File: src/rtl/avalon_bus_arbiter.sv
// avalon_bus_arbiter
// Two-master, one-slave Avalon-MM arbiter. Port 0 carries instruction
// fetches, port 1 carries data loads and stores. Only the current owner's
// signals reach the slave, and ownership is held until that owner completes
// a transfer. Ties are broken round-robin using the last owner.
module avalon_bus_arbiter (
    input  logic        clk,
    input  logic        reset,
    input  logic [31:0] m0_address,
    input  logic        m0_read,
    input  logic        m0_write,
    input  logic [31:0] m0_writedata,
    input  logic [3:0]  m0_byteenable,
    output logic        m0_waitrequest,
    output logic [31:0] m0_readdata,
    input  logic [31:0] m1_address,
    input  logic        m1_read,
    input  logic        m1_write,
    input  logic [31:0] m1_writedata,
    input  logic [3:0]  m1_byteenable,
    output logic        m1_waitrequest,
    output logic [31:0] m1_readdata,
    output logic [31:0] address,
    output logic        read,
    output logic        write,
    output logic [31:0] writedata,
    output logic [3:0]  byteenable,
    input  logic        waitrequest,
    input  logic [31:0] readdata,
    output logic [1:0]  grant,
    output logic        busy
);

    typedef enum logic [1:0] {
        IDLE   = 2'd0,
        GRANT0 = 2'd1,
        GRANT1 = 2'd2
    } state_t;

    state_t      state_reg;
    logic        last_owner_reg;
    logic [1:0]  grant_reg;

    logic [1:0]  port_read;
    logic [1:0]  port_write;
    logic [1:0]  req;
    logic [1:0]  port_wait;
    logic        sel;

    assign port_read  = {m1_read, m0_read};
    assign port_write = {m1_write, m0_write};

    // A port requests on read or write; only the owner sees the slave stall,
    // everyone else is held off.
    genvar gi;
    generate
        for (gi = 0; gi < 2; gi++) begin : g_port
            assign req[gi]       = port_read[gi] | port_write[gi];
            assign port_wait[gi] = grant_reg[gi] ? waitrequest : 1'b1;
        end
    endgenerate

    assign m0_waitrequest = port_wait[0];
    assign m1_waitrequest = port_wait[1];

    // Read data is shared; a master may only sample it on its own completion.
    assign m0_readdata = readdata;
    assign m1_readdata = readdata;

    assign grant = grant_reg;
    assign busy  = |grant_reg;
    assign sel   = grant_reg[1];

    // Arbitration FSM: grant is registered alongside the state so that grant,
    // busy and the slave mux never depend combinationally on the requests.
    always_ff @(posedge clk or posedge reset) begin
        if (reset) begin
            state_reg      <= IDLE;
            grant_reg      <= 2'b00;
            last_owner_reg <= 1'b1;
        end else begin
            case (state_reg)
                IDLE: begin
                    if (req[0] && (!req[1] || last_owner_reg)) begin
                        state_reg <= GRANT0;
                        grant_reg <= 2'b01;
                    end else if (req[1]) begin
                        state_reg <= GRANT1;
                        grant_reg <= 2'b10;
                    end
                end
                GRANT0: begin
                    if (!req[0]) begin
                        // Master abandoned its request: release without
                        // counting it as a completed transfer.
                        state_reg <= IDLE;
                        grant_reg <= 2'b00;
                    end else if (!waitrequest) begin
                        last_owner_reg <= 1'b0;
                        if (req[1]) begin
                            state_reg <= GRANT1;
                            grant_reg <= 2'b10;
                        end else begin
                            state_reg <= IDLE;
                            grant_reg <= 2'b00;
                        end
                    end
                end
                GRANT1: begin
                    if (!req[1]) begin
                        state_reg <= IDLE;
                        grant_reg <= 2'b00;
                    end else if (!waitrequest) begin
                        last_owner_reg <= 1'b1;
                        if (req[0]) begin
                            state_reg <= GRANT0;
                            grant_reg <= 2'b01;
                        end else begin
                            state_reg <= IDLE;
                            grant_reg <= 2'b00;
                        end
                    end
                end
                default: begin
                    state_reg <= IDLE;
                    grant_reg <= 2'b00;
                end
            endcase
        end
    end

    // Slave-side mux: forward the owner's signals, write wins over read,
    // and drive everything to zero when nobody owns the bus.
    always_comb begin
        address    = 32'd0;
        writedata  = 32'd0;
        byteenable = 4'd0;
        read       = 1'b0;
        write      = 1'b0;
        if (busy) begin
            address    = sel ? m1_address    : m0_address;
            writedata  = sel ? m1_writedata  : m0_writedata;
            byteenable = sel ? m1_byteenable : m0_byteenable;
            write      = port_write[sel];
            read       = port_read[sel] & ~port_write[sel];
        end
    end

endmodule
File: config.mk
export PLATFORM = sky130hd
export DESIGN_NAME = avalon_bus_arbiter
export DESIGN_NICKNAME = d
export VERILOG_FILES = /design/src/rtl/avalon_bus_arbiter.sv
export SDC_FILE = /design/constraint.sdc
export NUM_CORES = 1
export LEC_CHECK = 0
export ABC_AREA = 1
export CAP_MARGIN = 20
export CORE_AREA = 4 4 118 120
export DETAILED_ROUTE_END_ITERATION = 10
export DIE_AREA = 0 0 122 124
export SYNTH_ARGS = -nofsm -noshare
export SYNTH_HDL_FRONTEND = slang
export SYNTH_SLANG_ARGS = --single-unit
export TNS_END_PERCENT = 50
File: constraint.sdc
create_clock -name clk -period 1.3 [get_ports clk]
set_input_delay 0.325 -clock clk [delete_from_list [all_inputs] [get_ports clk]]
set_output_delay 0.325 -clock clk [all_outputs]
set_load 0.02 [all_outputs]
=== Word level (Yosys, flattened, before mapping) ===
Index checks and enable logic that the tools add are counted.

* Register bits: 3
* Input port bits: 175
* Output and inout bits: 139
* Word-level logic and storage cells: 52

* Order comparisons: 1
* Equality and inequality tests: 9
* Muxes and demuxes: 28
* Bitwise gates (word level): 4
* Reductions and logical operators: 8

{| class="wikitable"
|+ Operator list
! cell !! count
|-
| 32-bit two-way mux || 4
|-
| 2-bit two-way mux || 7
|-
| 1-bit two-way mux || 13
|-
| 3-bit != test (second input constant) || 3
|-
| 4-bit two-way mux || 2
|-
| 2-bit != test (second input constant) || 4
|-
| 2-bit one-hot mux with 3 select lines || 1
|-
| 5-bit AND reduction || 1
|-
| 3-bit AND reduction || 1
|-
| 2-bit by 1-bit equality test with 1-bit output (second input constant) || 1
|-
| 2-bit equality test (second input constant) || 1
|-
| 2-bit logical NOT || 1
|-
| 1-bit by 2-bit < comparator with 1-bit output (second input constant) || 1
|-
| 1-bit bitwise OR || 2
|-
| 1-bit one-hot mux with 2 select lines || 1
|-
| 2-bit nonzero test || 1
|-
| 2-bit OR reduction || 1
|-
| 1-bit AND || 1
|-
| 1-bit logical AND || 1
|-
| 1-bit logical NOT || 1
|-
| 1-bit logical OR || 1
|-
| 1-bit inverter || 1
|}

=== Longest topological paths before layout ===
Gate-level depths: netlist (run 1).

* Word-level depth: 6
* Depth in mapped cells: 7
* Depth with buffers taken out: 7

=== Worst setup path before layout (run 1) ===
No wires, ideal clock.

* Kind: reg2out
* From: register grant_reg[1] (netlist: grant[1])
* To: output port read
* Data arrival time: 1.415 ns
* Required time: 0.975 ns
* Path slack: -0.440 ns
* Cell stages (with the launch flop): 5
* Buffers on the path: 2
* Cells stage by stage: dfrtp_1 -> buf_4 -> buf_4 -> a21oi_1 -> nor3_1

* Word-level cells in the longest chain between the ends: 5
* Elaborated cells between the ends (all ways): 8
* Classes of those cells: mux: 5; bitwise: 2; reduce/logical: 1

{| class="wikitable"
|+ RTL lines
! item !! line !! text
|-
| start: declaration || 42 || <nowiki>logic [1:0] grant_reg;</nowiki>
|-
| start signal: assignment || 79 || <nowiki>grant_reg <= 2'b00;</nowiki>
|-
| start signal: assignment || 86 || <nowiki>grant_reg <= 2'b01;</nowiki>
|-
| start signal: assignment || 89 || <nowiki>grant_reg <= 2'b10;</nowiki>
|-
| 1-bit two-way mux (not written as such) (2 in series) || 145 || <nowiki>read = port_read[sel] & ~port_write[sel];</nowiki>
|-
| 1-bit inverter || 145 ||
|-
| 1-bit AND || 145 ||
|-
| 1-bit two-way mux (*) || 140 || <nowiki>if (busy) begin</nowiki>
|-
| end: declaration || 24 || <nowiki>output logic read,</nowiki>
|}

Mark *: on every way between the ends. The rest lies on a longest branch, timed or not. The select of a mux whose other input is x is not followed.

=== Worst setup path after layout (run 1) ===
* From: register grant_reg[1] (netlist: grant[1])
* To: output port writedata[17]

* Word-level cells in the longest chain between the ends: 2
* Elaborated cells between the ends (all ways): 3
* Classes of those cells: mux: 2; reduce/logical: 1

{| class="wikitable"
|+ RTL lines
! item !! line !! text
|-
| 32-bit two-way mux or 2-bit OR reduction (tied branches) || 142, 71 ||
|-
| 32-bit two-way mux (*) || 140 ||
|-
| end: declaration || 26 || <nowiki>output logic [31:0] writedata,</nowiki>
|}

Mark *: on every way between the ends. The rest lies on a longest branch, timed or not.

==> summary.md, run 1 <==
| Metric | Value |
|---|---|
| WP data required | 0.98 ns |
| HPWL Detailed | 7.22 mm |
| Setup violators final | 76 |
| Initial Utilization | 11.0% |
| Post-synth cell types | 18 |
| Setup tns final | -29.27 ns |
| Achievable frequency | 576 MHz |
| Placed Instance Area | 3440 um^2 |
| CTS tree | done |
| Die footprint | 15100 um^2 |
| Via Count | 2121 |
| Synth area leaders | a22o_1 (42%), buf_4 (35%), buf_2 (4.2%), dfrtp_1 (3.5%), nand2_1 (3.4%) |
| Synth-to-Final Area Change | 163% |
| Post-Synthesis Cells | 194 |
| Design Power | 7.60 mW |
| Max Cap Viol | 0 |
| #FFs+latches synth | 3 |
| Hold Worst Slack | 0.267 ns |
| Synthesized net count | 369 |
| Die width | 122 um |
| Synth warn | 0 |
| Failing checks | negative setup slack |
| Lkg Pwr | 1.64 nW |
| Cell Area, Synth | 1430 um^2 |
| PD cells | 2020 nW/um^2 |
| Syn_area_per_cell | 7.38 um^2 |
| Crit path arrival time | 1.41 ns |
| Clk slew on worst S/H paths | 0.03 ns |
| Hold buffers post-CTS | 0 |
| Clock sink count | 3 |
| # DRC | 0 |
| Worst-path maximum fanout | 30 |
| FF-to-FF path depth | 9 |
| GRT overflow | 0 |
| Outcome | finished with violations |
| Fin. Hold Viols | 0 |
| Io pins | 314 |
| Largest register FFs | 2 |
| Relative slew slack | 83.5% |
| Root Buffer | clkbuf_16 |
| Clock buffer depth | 2 |
| Gpl congestion | 0.791 |
| Initial DRC count | 77 |
| Sequential fraction of the synthesis area | 5.33% |
| FF-to-FF End | grant[0] |
| Top-area cell type share of the netlist area | 41.6% |
| Rows | 42 |
| Crit end category | primary output |
| Num CTS Buffers | 3 |
| DRT antenna net count | 0 |
| R2r setup slk | -0.19 ns |
| Htree depth | 1 |
| Routed wire per std cell | 17.8 um |
| Pre-antenna DRT Iters | 4 |
| Via density | 3.92 |
| Unrepaired setup endpoints after global routing | yes |
| CORE AREA | 13000 um^2 |
| Nets | 541 |
| Dpl ws | -0.941 ns |
| Final instance area | 3770 um^2 |
| Initial antenna violation count | 0 |
| WL final | 9.61 mm |
| Port bufs | 217 |
| Reg-to-Reg Start | grant[1] |
| Clk Latency, worst-skew pair | 0.23 ns |
| CP Launch Type | flip-flop |
| Post-route clock skew | 0.00160 ns |
| Hold crit path type | in2async |
| Worst slew pin tran | 0.247 ns |
| Layout cells sized above 1 | 32.9% |
| Fin worst setup slack | -0.436 ns |
| Die H | 124 um |
| Number of global-route vias before repair | 2081 |
| Yosys top cell by area | a22o_1 |
| Peak supply drop | 0.000599 V |
| Final Cycle Share | 134% |
| Setup CP Type | reg2out |
| Pins Over Slew Limit | 0 |
| Largest net degree at the start of global routing | 36 |
| Antenna cells | 0 |
| Tot GR Track Use | 10.4% |
| Min cycle time layout | 1.74 ns |
| First-pass GRT wire length | 12.0 mm |
## placed cells by master (no fill, tap or decap), types with 4 or more instances in the layout
cell             instances
buf_2                    4
clkdlybuf4s50_1        140
buf_6                   54
inv_1                    7
a22o_1                  66
nand2_1                 12
nand3_1                  8
buf_12                   4
buf_4                   36
clkbuf_16                7
## cell usage after synthesis (all sizes together)
| master | n |
|---|---|
| a22o | 68 |
| o21a | 1 |
| buf | 79 |
| a21oi | 1 |
| dfrtp | 2 |
| or2 | 1 |
| nor2 | 6 |
| nor3 | 1 |
| dfstp | 1 |
| o21ai | 3 |
| nand3 | 8 |
| nand2 | 13 |
| inv | 10 |
## layout make-up
cell class / instances / area (um^2)
fill: 1387 / 9210
timing repair buffer: 246 / 2550
multi-input combinational: 102 / 800
tap: 176 / 220
sequential: 3 / 78.8
clock buffer: 4 / 78.8
inverter: 10 / 37.5
## what timing repair did
item                                    in CTS  in global routing
resized for setup                          409                 24
cloned                                       2                  4
hold endpoints to repair                     0                  0
pin swaps                                    7                  9
endpoints found under the setup margin      78                 77
setup buffers                                7                  0
## stage by stage
step | utilization (%) | cells
after floorplan | - | 194
after global placement | 26.5 | 524
after detailed placement | 26.5 | 524
after CTS | 27.6 | 537
after global routing | 29.0 | 541
final | 29.0 | 541
## critical path: stages, from the launching register on
cell     delay, ns
dfrtp_2       0.45
buf_4         0.16
buf_12        0.16
a22o_4        0.27
buf_6         0.13
## logic make-up after synthesis
family	synth area share (%)
AND/OR/NAND/NOR	9.26
AO/OA/AOI/OAI	43.5
flip-flops	5.33
buffers and inverters	41.9
## worst max-delay path by stage
stage,end,start,slack (ns)
floorplan,read,grant[1],-0.12
global placement,read,m1_write,-0.90
detailed placement,read,m1_write,-0.94
CTS,read,grant[1],-0.45
global route,address[17],grant[1],-0.50
finish,writedata[17],grant[1],-0.44
## where the power goes
part	switching, mW	leakage [nW]	internal (mW)
Sequential	0.0497	0.0331	0.157
Clock	0.0977	0.0382	0.406
Combinational	3.32	1.57	3.57
## metal layers
layer,part of all wire (%),routed length [um],vias up,track usage (%)
met4,2.0,196,0,3.50
met2,48,4590,141,17.6
met3,12,1170,25,3.86
met5,0,0,-,0
met1,38,3650,966,12.1
li1,-,-,989,-
No activity file was read; power rests on OpenSTA's default activity.
==> run 2: changes to the inputs <==
Settings changed: CELL_PAD_IN_SITES_DETAIL_PLACEMENT set to 0, CELL_PAD_IN_SITES_GLOBAL_PLACEMENT set to 1, CORE_AREA 4 4 118 120 to not set, CORE_MARGIN set to 4, CORE_UTILIZATION set to 10, DIE_AREA 0 0 122 124 to not set, PLACE_DENSITY_LB_ADDON set to 0.1.
==> run 2 against run 1 <==
The run still ends with negative setup slack left. Cell count up 1.1%. Clock power down 3%. Global-route usage down 0.62 points. Via count is 4.4% lower. Sequential share of layout area about the same. Setup slack worse by 0.021 ns. Flip-flop and latch count stayed put. Fmax fell by 1.2%. Hold slack gained 0.0057 ns. Largest cell class unchanged.
==> summary.md, run 2 (same netlist as run 1, synthesis figures left out) <==
| Metric | Value |
|---|---|
| Number of global-route vias before repair | 1984 |
| Top Layer Used | met4 |
| Achievable frequency | 569 MHz |
| Post-route clock skew | 0.00128 ns |
| Via Count | 2027 |
| Lkg Pwr | 1.64 nW |
| PD cells | 2000 nW/um^2 |
| Clk pwr share | 6.6% |
| Crit end category | primary output |
| HPWL Detailed | 6.92 mm |
| Largest register FFs | 2 |
| Routed wire per std cell | 16.6 um |
| Most common cell after layout, fill and taps aside | clkdlybuf4s50_1 |
| Largest net degree at the start of global routing | 24 |
| CORE AREA | 13900 um^2 |
| WL final | 9.07 mm |
| Setup CP Type | reg2out |
| Peak supply drop | 0.000561 V |
| Combinational cell fraction of total power | 90.6% |
| Most frequent cells in the layout | clkdlybuf4s50_1 (140), a22o_1 (68), buf_6 (51) |
| Met2 WL post-DR | 5.08 mm |
| Htree depth | 1 |
| Setup tns final | -29.82 ns |
| Pint | 4.11 mW |
| Hold crit path type | in2async |
| Tot GR Track Use | 9.75% |
| Relative slew slack | 83.2% |
| DRT antenna net count | 0 |
| DP Cell Count | 532 |
| Setup crit start | grant[1] |
| Antenna cells | 0 |
| Clock buffer depth | 2 |
| Initial Utilization | 10.3% |
| Pins Over Slew Limit | 0 |
| FF-to-FF End | grant[0] |
| GRT overflow | 0 |
| Reg-to-Reg Start | grant[1] |
| Rows | 43 |
| FF-to-FF path depth | 8 |
| Initial antenna violation count | 0 |
| Clock sink count | 3 |
| Max Cap Viol | 0 |
| Setup violators final | 75 |
| Unrepaired setup endpoints after global routing | yes |
| Post-Route M1 WL | 3.08 mm |
| Nets | 543 |
| Crit path arrival time | 1.43 ns |
| Min cycle time layout | 1.76 ns |
| # DRC | 0 |
| Fin. Hold Viols | 0 |
| Port bufs | 217 |
| Design Power | 7.49 mW |
| Hold buffers post-CTS | 0 |
| Clk Latency, worst-skew pair | 0.22 ns |
| Num CTS Buffers | 3 |
| Layout cells sized above 1 | 33.2% |
| Clk slew on worst S/H paths | 0.03 ns |
| Final Cycle Share | 135% |
| Outcome | finished with violations |
| Pre-antenna DRT Iters | 4 |
| Synth-to-Final Area Change | 162% |
| Worst-path maximum fanout | 8 |
| CTS tree | done |
| Failing checks | negative setup slack |
| Io pins | 314 |
| CP Launch Type | flip-flop |
| CP Capture Point | address[20] |
| Worst slew pin tran | 0.252 ns |
| Met3 WL | 845 um |
| WP data required | 0.98 ns |
| Die H | 128 um |
| Die width | 128 um |
| Fin worst setup slack | -0.457 ns |
| Via density | 3.71 |
| Initial DRC count | 61 |
| Seq pwr share | 2.8% |
| First-pass GRT wire length | 12.2 mm |
| Switching share of power | 45.1% |
| Non-filler cells, final | 547 |
| Root Buffer | clkbuf_16 |
| Gpl congestion | 0.726 |
| Die footprint | 16300 um^2 |
| Sw Pwr | 3.37 mW |
| R2r setup slk | -0.07 ns |
[run 2: changes by cell type in the layout (fill, tap and decap cells not counted), sizes merged]
cell	before	now
buf	100	104
clkbuf	8	6
[run 2: critical path, cell delays in order, from the launching register on]
cell	delay, ns
dfrtp_2	0.44
nor2_4	0.16
buf_8	0.17
buf_12	0.14
a22o_1	0.17
buf_6	0.13
[run 2: area by class of cell]
cell class / instances / area, um^2
inverters: 10 / 37.5
well taps: 180 / 225
repair buffers: 248 / 2550
fillers: 1484 / 10200
multi-input cells: 102 / 779
clock buffers: 4 / 78.8
flip-flops and latches: 3 / 78.8
[run 2: routing by layer]
layer	vias up	track usage, %
met4	0	1.87
met2	113	19.3
li1	997	-
met3	15	2.88
met5	-	0
met1	902	10.1
[run 2: repair_timing]
item | CTS | global route
buffers inserted | 7 | 2
gates cloned | 4 | 2
endpoints found under the setup margin | 77 | 78
gates resized for setup | 395 | 51
pin swaps | 1 | 8
[run 2: per-stage QoR]
stage / util [%] / area, um^2 / setup slack, ns / hold WS [ns]
after floorplan: - / 1460 / -0.115 / 0.0780
after global placement: 25.0 / 3490 / -0.903 / 0.488
after detailed placement: 25.0 / 3490 / -0.918 / 0.486
after CTS: 26.7 / 3720 / -0.522 / 0.281
after global routing: 26.9 / 3750 / -0.501 / 0.299
final: 26.9 / 3750 / -0.457 / 0.273
[run 2: worst min-delay path by stage]
stage | end | cells after the start | startpoint
final | grant[1] | 2 | reset
after global routing | grant[1] | 2 | reset
after CTS | grant[0] | 2 | reset
after detailed placement | last_owner_reg | 2 | last_owner_reg
after global placement | last_owner_reg | 2 | last_owner_reg
after floorplan | grant[0] | 1 | reset
[run 2: power groups by stage]
stage	Clock [mW]	Sequential (mW)	Combinational, mW
2_1_floorplan	0	0.243	3.30
3_3_place_gp	0	0.206	6.18
3_5_place_dp	0	0.208	6.12
4_1_cts	0.499	0.214	6.78
5_1_grt	0.509	0.217	7.23
6_report	0.491	0.210	6.79
